--- src/rtl/booth_pkg.sv ---
`default_nettype none
// ============================================================================
// booth_pkg : shared Booth action codes and sequencer state encoding
// Revision  : 1.0
// ============================================================================
package booth_pkg;

  localparam logic [2:0] ACT_ZERO = 3'd0;
  localparam logic [2:0] ACT_POS1 = 3'd1;
  localparam logic [2:0] ACT_POS2 = 3'd2;
  localparam logic [2:0] ACT_NEG1 = 3'd3;
  localparam logic [2:0] ACT_NEG2 = 3'd4;
  localparam logic [2:0] ACT_RSVD = 3'd7;

  // Shared with the accumulator controller; keep the encoding stable.
  typedef enum logic [1:0] {
    SEQ_IDLE = 2'd0,
    SEQ_EMIT = 2'd1,
    SEQ_DONE = 2'd2
  } seq_state_t;

endpackage
`default_nettype wire

--- src/rtl/booth_digit_encode.sv ---
`default_nettype none
// ============================================================================
// booth_digit_encode : radix-4 Booth triplet {b[2k+1],b[2k],b[2k-1]} to action
// Revision           : 1.0
// ============================================================================
module booth_digit_encode
  import booth_pkg::*;
(
  input  logic [2:0] triplet,
  output logic [2:0] action
);

  always_comb begin
    action = ACT_ZERO;
    case (triplet)
      3'b001, 3'b010: action = ACT_POS1;
      3'b011:         action = ACT_POS2;
      3'b100:         action = ACT_NEG2;
      3'b101, 3'b110: action = ACT_NEG1;
      default:        action = ACT_ZERO;
    endcase
  end

endmodule
`default_nettype wire

--- src/rtl/booth_action_sequencer.sv ---
`default_nettype none
// ============================================================================
// booth_action_sequencer : sequential radix-4 Booth recoder, one action/digit
// Revision               : 1.0
// ============================================================================
module booth_action_sequencer
  import booth_pkg::*;
#(
  parameter  int WIDTH  = 8,
  localparam int DIGITS = WIDTH / 2,
  localparam int IDXW   = $clog2(DIGITS)
) (
  input  logic            clk,
  input  logic            rst,
  input  logic            start_valid,
  output logic            start_ready,
  input  logic [WIDTH-1:0] multiplier,
  input  logic            flush,
  output logic [2:0]      action,
  output logic            action_valid,
  input  logic            action_ready,
  output logic [IDXW-1:0] digit_idx,
  output logic            last,
  output logic            done
);

  localparam logic [IDXW-1:0] C_LAST_IDX = IDXW'(DIGITS - 1);

  seq_state_t       r_state, w_state_nxt;
  logic [WIDTH:0]   r_shreg, w_shreg_nxt;
  logic [IDXW-1:0]  r_idx, w_idx_nxt;
  logic [2:0]       w_code;
  logic             w_at_last;

  booth_digit_encode u_encode (
    .triplet (r_shreg[2:0]),
    .action  (w_code)
  );

  assign w_at_last = (r_idx == C_LAST_IDX);
  assign digit_idx = r_idx;

  always_ff @(posedge clk or posedge rst) begin
    if (rst) begin
      r_state <= SEQ_IDLE;
      r_shreg <= '0;
      r_idx   <= '0;
    end else begin
      r_state <= w_state_nxt;
      r_shreg <= w_shreg_nxt;
      r_idx   <= w_idx_nxt;
    end
  end

  always_comb begin
    w_state_nxt  = r_state;
    w_shreg_nxt  = r_shreg;
    w_idx_nxt    = r_idx;
    start_ready  = 1'b0;
    action_valid = 1'b0;
    done         = 1'b0;

    case (r_state)
      SEQ_IDLE: start_ready = 1'b1;
      SEQ_EMIT: begin
        action_valid = 1'b1;
        if (action_ready) begin
          if (w_at_last) begin
            w_state_nxt = SEQ_DONE;
          end else begin
            w_shreg_nxt = {{2{r_shreg[WIDTH]}}, r_shreg[WIDTH:2]};
            w_idx_nxt   = r_idx + IDXW'(1);
          end
        end
      end
      SEQ_DONE: begin
        done        = 1'b1;
        start_ready = 1'b1;
        w_state_nxt = SEQ_IDLE;
      end
      default: w_state_nxt = SEQ_IDLE;
    endcase

    // A start in DONE overrides the return to IDLE so operands can stream.
    if (start_ready && start_valid) begin
      w_state_nxt = SEQ_EMIT;
      w_shreg_nxt = {multiplier, 1'b0};
      w_idx_nxt   = '0;
    end

    if (flush) begin
      w_state_nxt = SEQ_IDLE;
      w_shreg_nxt = r_shreg;
      w_idx_nxt   = r_idx;
    end

    action = action_valid ? w_code : ACT_ZERO;
    last   = action_valid && w_at_last;
  end

endmodule
`default_nettype wire

--- config.mk ---
export PLATFORM = sky130hd
export DESIGN_NAME = booth_action_sequencer
export DESIGN_NICKNAME = d
export VERILOG_FILES = /design/src/rtl/booth_pkg.sv /design/src/rtl/booth_digit_encode.sv /design/src/rtl/booth_action_sequencer.sv
export SDC_FILE = /design/constraint.sdc
export NUM_CORES = 1
export LEC_CHECK = 0
export CAP_MARGIN = 20
export CORE_MARGIN = 2
export CORE_UTILIZATION = 44
export DETAILED_ROUTE_END_ITERATION = 7
export GPL_ROUTABILITY_DRIVEN = 1
export PLACE_DENSITY = 0.76
export SYNTH_ARGS = -nofsm -noshare
export SYNTH_HDL_FRONTEND = slang
export SYNTH_SLANG_ARGS = --single-unit
export TNS_END_PERCENT = 50
--- constraint.sdc ---
create_clock -name clk -period 1.9 [get_ports clk]
set_input_delay 0.38 -clock clk [delete_from_list [all_inputs] [get_ports clk]]
set_output_delay 0.38 -clock clk [all_outputs]
set_load 0.1 [all_outputs]
## Word-level counts from Yosys, hierarchy flattened

Index checks and enable logic that the tools add are counted.

| operators by class | value |
|---|---|
| add/subtract/negate cells | 1 |
| shift-type cells | 0 |
| magnitude comparators | 0 |
| reductions and logical operators | 11 |
| multiplexer cells | 18 |
| $mul | 0 |
| bitwise gates (word level) | 1 |
| divide/modulo/power cells | 0 |
| equal/unequal tests | 13 |

Operators by type and width:

| cell | count |
|---|---|
| 8-bit two-way mux | 3 |
| 2-bit two-way mux | 8 |
| 3-bit case mux with 4 select lines | 1 |
| 3-bit equality test, second input constant | 3 |
| 9-bit two-way mux | 1 |
| 4-bit inequality test, second input constant | 2 |
| 3-bit by 2-bit equality test with 1-bit output, second input constant | 2 |
| 2-bit OR reduction | 3 |
| 2-bit equality test, second input constant | 2 |
| 2-bit case mux with 2 select lines | 1 |
| 4-bit AND reduction | 1 |
| 2-bit nonzero test | 2 |
| 3-bit by 1-bit equality test with 1-bit output, second input constant | 1 |
| 1-bit two-way mux | 3 |
| 3-bit two-way mux | 1 |
| 3-bit inequality test, second input constant | 1 |
| 3-bit AND reduction | 1 |
| 2-bit by 1-bit adder with 2-bit output, second input constant | 1 |
| 2-bit by 1-bit equality test with 1-bit output, second input constant | 1 |
| 1-bit logical AND | 2 |
| 2-bit logical NOT | 1 |
| 2-bit by 1-bit inequality test with 1-bit output, second input constant | 1 |
| 2-bit AND reduction | 1 |
| 1-bit NOT | 1 |

| storage, ports and cells | value |
|---|---|
| output and inout port bits | 9 |
| bits in writable memories | 0 |
| bits in latches | 0 |
| logic and storage cells | 48 |
| ROM bits | 0 |
| bits in registers | 13 |
| memories kept | 0 |

## Longest topological paths before layout

| depth | value |
|---|---|
| word-level depth | 6 |
| mapped depth | 5 |

## Cells and area by module

From an unflattened synthesis, not the netlist that was laid out.

| unflattened totals | value |
|---|---|
| cells, all modules | 58 |
| area total of the unflattened synthesis | 676.9 um^2 |

Modules (own cells, without submodules):

| module | instances | sequential area each (um^2) | cells an instance | area each (um^2) |
|---|---|---|---|---|
| booth_action_sequencer | 1 | 325.3 | 54 | 643.1 |
| booth_digit_encode | 1 | 0.0 | 4 | 33.8 |

## Worst setup path after synthesis

Ideal clock, no wire load.

| timing | value |
|---|---|
| path type | register -> output |
| start | reg r_state[1] |
| end | out action[2] |
| arrival | 3.676 ns |
| setup slack | -2.156 ns |
| cell stages (with the launch flop) | 3 |
| data required time | 1.520 ns |
| path buffers | 0 |
| cells stage by stage | dfrtp_1 > nand2b_1 > nor4b_1 |

| between the ends | value |
|---|---|
| cells in the longest elaborated chain, start to end | 3 |

Ends and longest elaborated chain:

| what | RTL line | source |
|---|---|---|
| from (decl) | booth_action_sequencer.sv:29 | `seq_state_t r_state, w_state_nxt;` |
| from (signal assigned) | booth_action_sequencer.sv:49 | `r_state <= w_state_nxt;` |
| 2-bit by 1-bit equality test with 1-bit output | booth_action_sequencer.sv:63 | `case (r_state)` |
| 1-bit two-way mux | booth_action_sequencer.sv:63 |  |
| 3-bit two-way mux | booth_action_sequencer.sv:97 | `action = action_valid ? w_code : ACT_ZERO;` |
| to (decl) | booth_action_sequencer.sv:19 | `output logic [2:0] action,` |

No other way between the ends.

## Worst setup path after layout

Same ends and word-level chain as after synthesis.

==> flow_metrics.tcl <==
set metrics [dict create \
    synth_top_area_share_pct 46.8 \
    syn_nets 72 \
    fp.dieW_um 43.7 \
    grt_pass1_wl_um 2440 \
    crit_arrival_ns 1.41 \
    final.min_clock_period_ns 1.79 \
    dpl_worst_slack_ns 0.205 \
    first_pass_iters 4 \
    grt_overflow 0 \
    syn_inst 58 \
    dp.cells 94 \
    cts_tree "done" \
    cts.sinks 13 \
    status "finished clean" \
    slowest_delay_ns 0.40 \
    ctsHoldBuffers 0 \
    peakVddDrop_mv 0.467 \
    numCtsBuffers 3 \
    antenna_left 0 \
    utilization_pct 71.6 \
    antenna_found_initial 0 \
    insertion_delay_ns 0.28 \
    synthDistinctLibCells 25 \
    postSynthAreaPerCell_um2 12.0 \
    required_ns 1.52 \
    fin_setup_tns_ns 0 \
    drt_wl_total_um 1350 \
    cap_viol_max_count 0 \
    r2r_cells 5 \
    setup_viol 0 \
    yosysSeqAreaShare_pct 46.8 \
    ys_warn_count 0 \
    crit_family "simple AND/OR/NAND/NOR gates" \
    critPathKind "reg2out" \
    grt.total_usage_pct 17.2 \
    setup_ws_ns 0.105 \
    final_cell_count_no_fill 98 \
    clkTransAtPathRegs_ns 0.08 \
    whs_ns 0.409 \
    viasPerCell 5.71 \
    end_kind "output port" \
    drv_slew 0 \
    via_count 560 \
    port_buffers 21 \
    drive_gt1_share_pct 43.9 \
    path_cells "nand2b_4 -> nor4b_4 -> buf_12" \
    p_leak_uw 0.000430 \
    slew_headroom_pct 68.2 \
    num_rows 14 \
    fmax_ghz 0.557 \
    grt_pass1_vias 572 \
    drt_iter0_markers 13 \
    rsz0062_at_grt "no" \
    nNetsFinal 97 \
    skew_ns 0.00361 \
    hold_path.class "in2async" \
    cts_resized 0 \
    worstSetupPathDepth 3 \
    cts_setup_buffers 0 \
    synth_top_area_cell "dfrtp_1" \
    hold_viol 0 \
    grt_max_degree 14 \
    cp_num_buf_inv 1 \
    wl_per_cell_um 13.7 \
    die_area_um2 1910 \
    max-clock-path-buffers 2 \
    fp.coreArea_um2 1490 \
    start_util_pct 46.6 \
    cts_max_level 1 \
    area_delta_synth_final_pct 53.5 \
    worst_setup_path_start_kind "flop" \
    root_buffer "clkbuf_4" \
    timing.final.crit_share_pct 94.5 \
    critPathMaxFanout 4 \
    syn_area_um2 694 \
    num_io_pins 22 \
    hpwlAfterDp_um 1070 \
    crit_slowest_cell "dfrtp_1" \
    diodes 0 \
    ys_seq_elements 13 \
    gp_congestion 0.708 \
    drc 0 \
    synth.area.top_cells "dfrtp_1 47%, o22a_2 10%, o22a_1 8.8%" \
    p_per_area_nw_per_um2 869 \
    chipHeight_um 43.7 \
    worst_pin_slew_ns 0.477 \
]
worst paths after layout:
check | startpoint | end | slack, ns
worst max register to register | digit_idx[0]$_DFFE_PP0P_ | r_shreg[2]$_DFFE_PP0P_ | 0.31
max in group asynchronous | rst | digit_idx[1]$_DFFE_PP0P_ | 1.14
worst min register to register | r_shreg[6]$_DFFE_PP0P_ | r_shreg[6]$_DFFE_PP0P_ | 0.52
worst min-delay path | rst | r_state[0]$_DFFE_PP0P_ | 0.41
worst max-delay path | r_state[1]$_DFFE_PP0P_ | action[2] | 0.11
min in group clk | r_shreg[6]$_DFFE_PP0P_ | r_shreg[6]$_DFFE_PP0P_ | 0.52
power breakdown:
part	internal [uW]	switching [uW]	total, uW
clock network	81.5	90.9	172
registers	324	51.9	376
logic	175	204	378
layer usage:
metal	vias up	part of all wire [%]	GRT usage [%]	wire, um
met1	275	40	18.3	539
met3	2	4.8	3.75	64
met5	-	0	0	0
met2	19	54	32.9	731
li1	264	-	-	-
met4	0	0.74	5.45	10
Yosys cell counts:
master and instances:
dfrtp_1 13, o22a_1 7, o22a_2 7, inv_1 3
nand2_1 3, nor2_1 3, a21oi_1 2, a22o_2 2
buf_6 2, a21o_1 1, a21oi_4 1, and2_1 1
and2b_2 1, and3b_1 1, buf_2 1, ha_1 1
mux2_2 1, mux2_4 1, nand2b_1 1, nand2b_2 1
nand3b_1 1, nand4bb_1 1, nor4b_1 1, xnor2_1 1
xor2_1 1
flip-flops by register name (all words and copies together) (netlist names):
signal     count
r_shreg        9
digit_idx      2
r_state        2
stage by stage:
stage               power (uW)  instance area [um2]
floorplan                  630                  727
global placement           751                 1030
detailed placement         761                 1030
CTS                        933                 1060
global route               976                 1070
finish                     926                 1070
layout make-up:
| type | count | area, um2 |
|---|---|---|
| inverter | 3 | 15.0 |
| multi-input combinational | 39 | 362 |
| fill | 110 | 423 |
| timing repair buffer | 23 | 315 |
| tap | 16 | 20.0 |
| clock buffer | 4 | 26.3 |
| sequential | 13 | 328 |
worst register-to-register path, stage by stage, from the launching register on:
cell	delay (ns)
dfrtp_2	0.44
ha_1	0.24
nand4bb_1	0.23
buf_4	0.20
o22a_2	0.20
o22a_1	0.17
logic make-up (layout without fill, tap and decap cells):
family          Yosys count  in the layout  share of synthesized area, %
compound gates           20             20                          26.7
simple gates             14             14                          12.8
flops                    13             13                          46.8
buf+inv                   6             30                          5.58
xor+xnor                  2              2                          2.52
mux                       2              2                          3.78
fa+ha+maj                 1              1                          1.80
cells in the final DEF, fill, tap and decap left out, drive strengths merged:
cell           Yosys  layout
nor4b              1       1
clkinvlp           0       1
a21o               1       1
clkbuf             0       4
xor2               1       1
a21oi              3       3
mux2               2       2
dfrtp             13      13
and2               1       1
nand2              3       3
and2b              1       1
and3b              1       1
clkdlybuf4s50      0      12
xnor2              1       1
buf                3      11
inv                3       2
nand4bb            1       1
nor2               3       3
a22o               2       2
nand3b             1       1
ha                 1       1
o22a              14      14
nand2b             2       2
No activity file was read; power rests on OpenSTA's default activity.
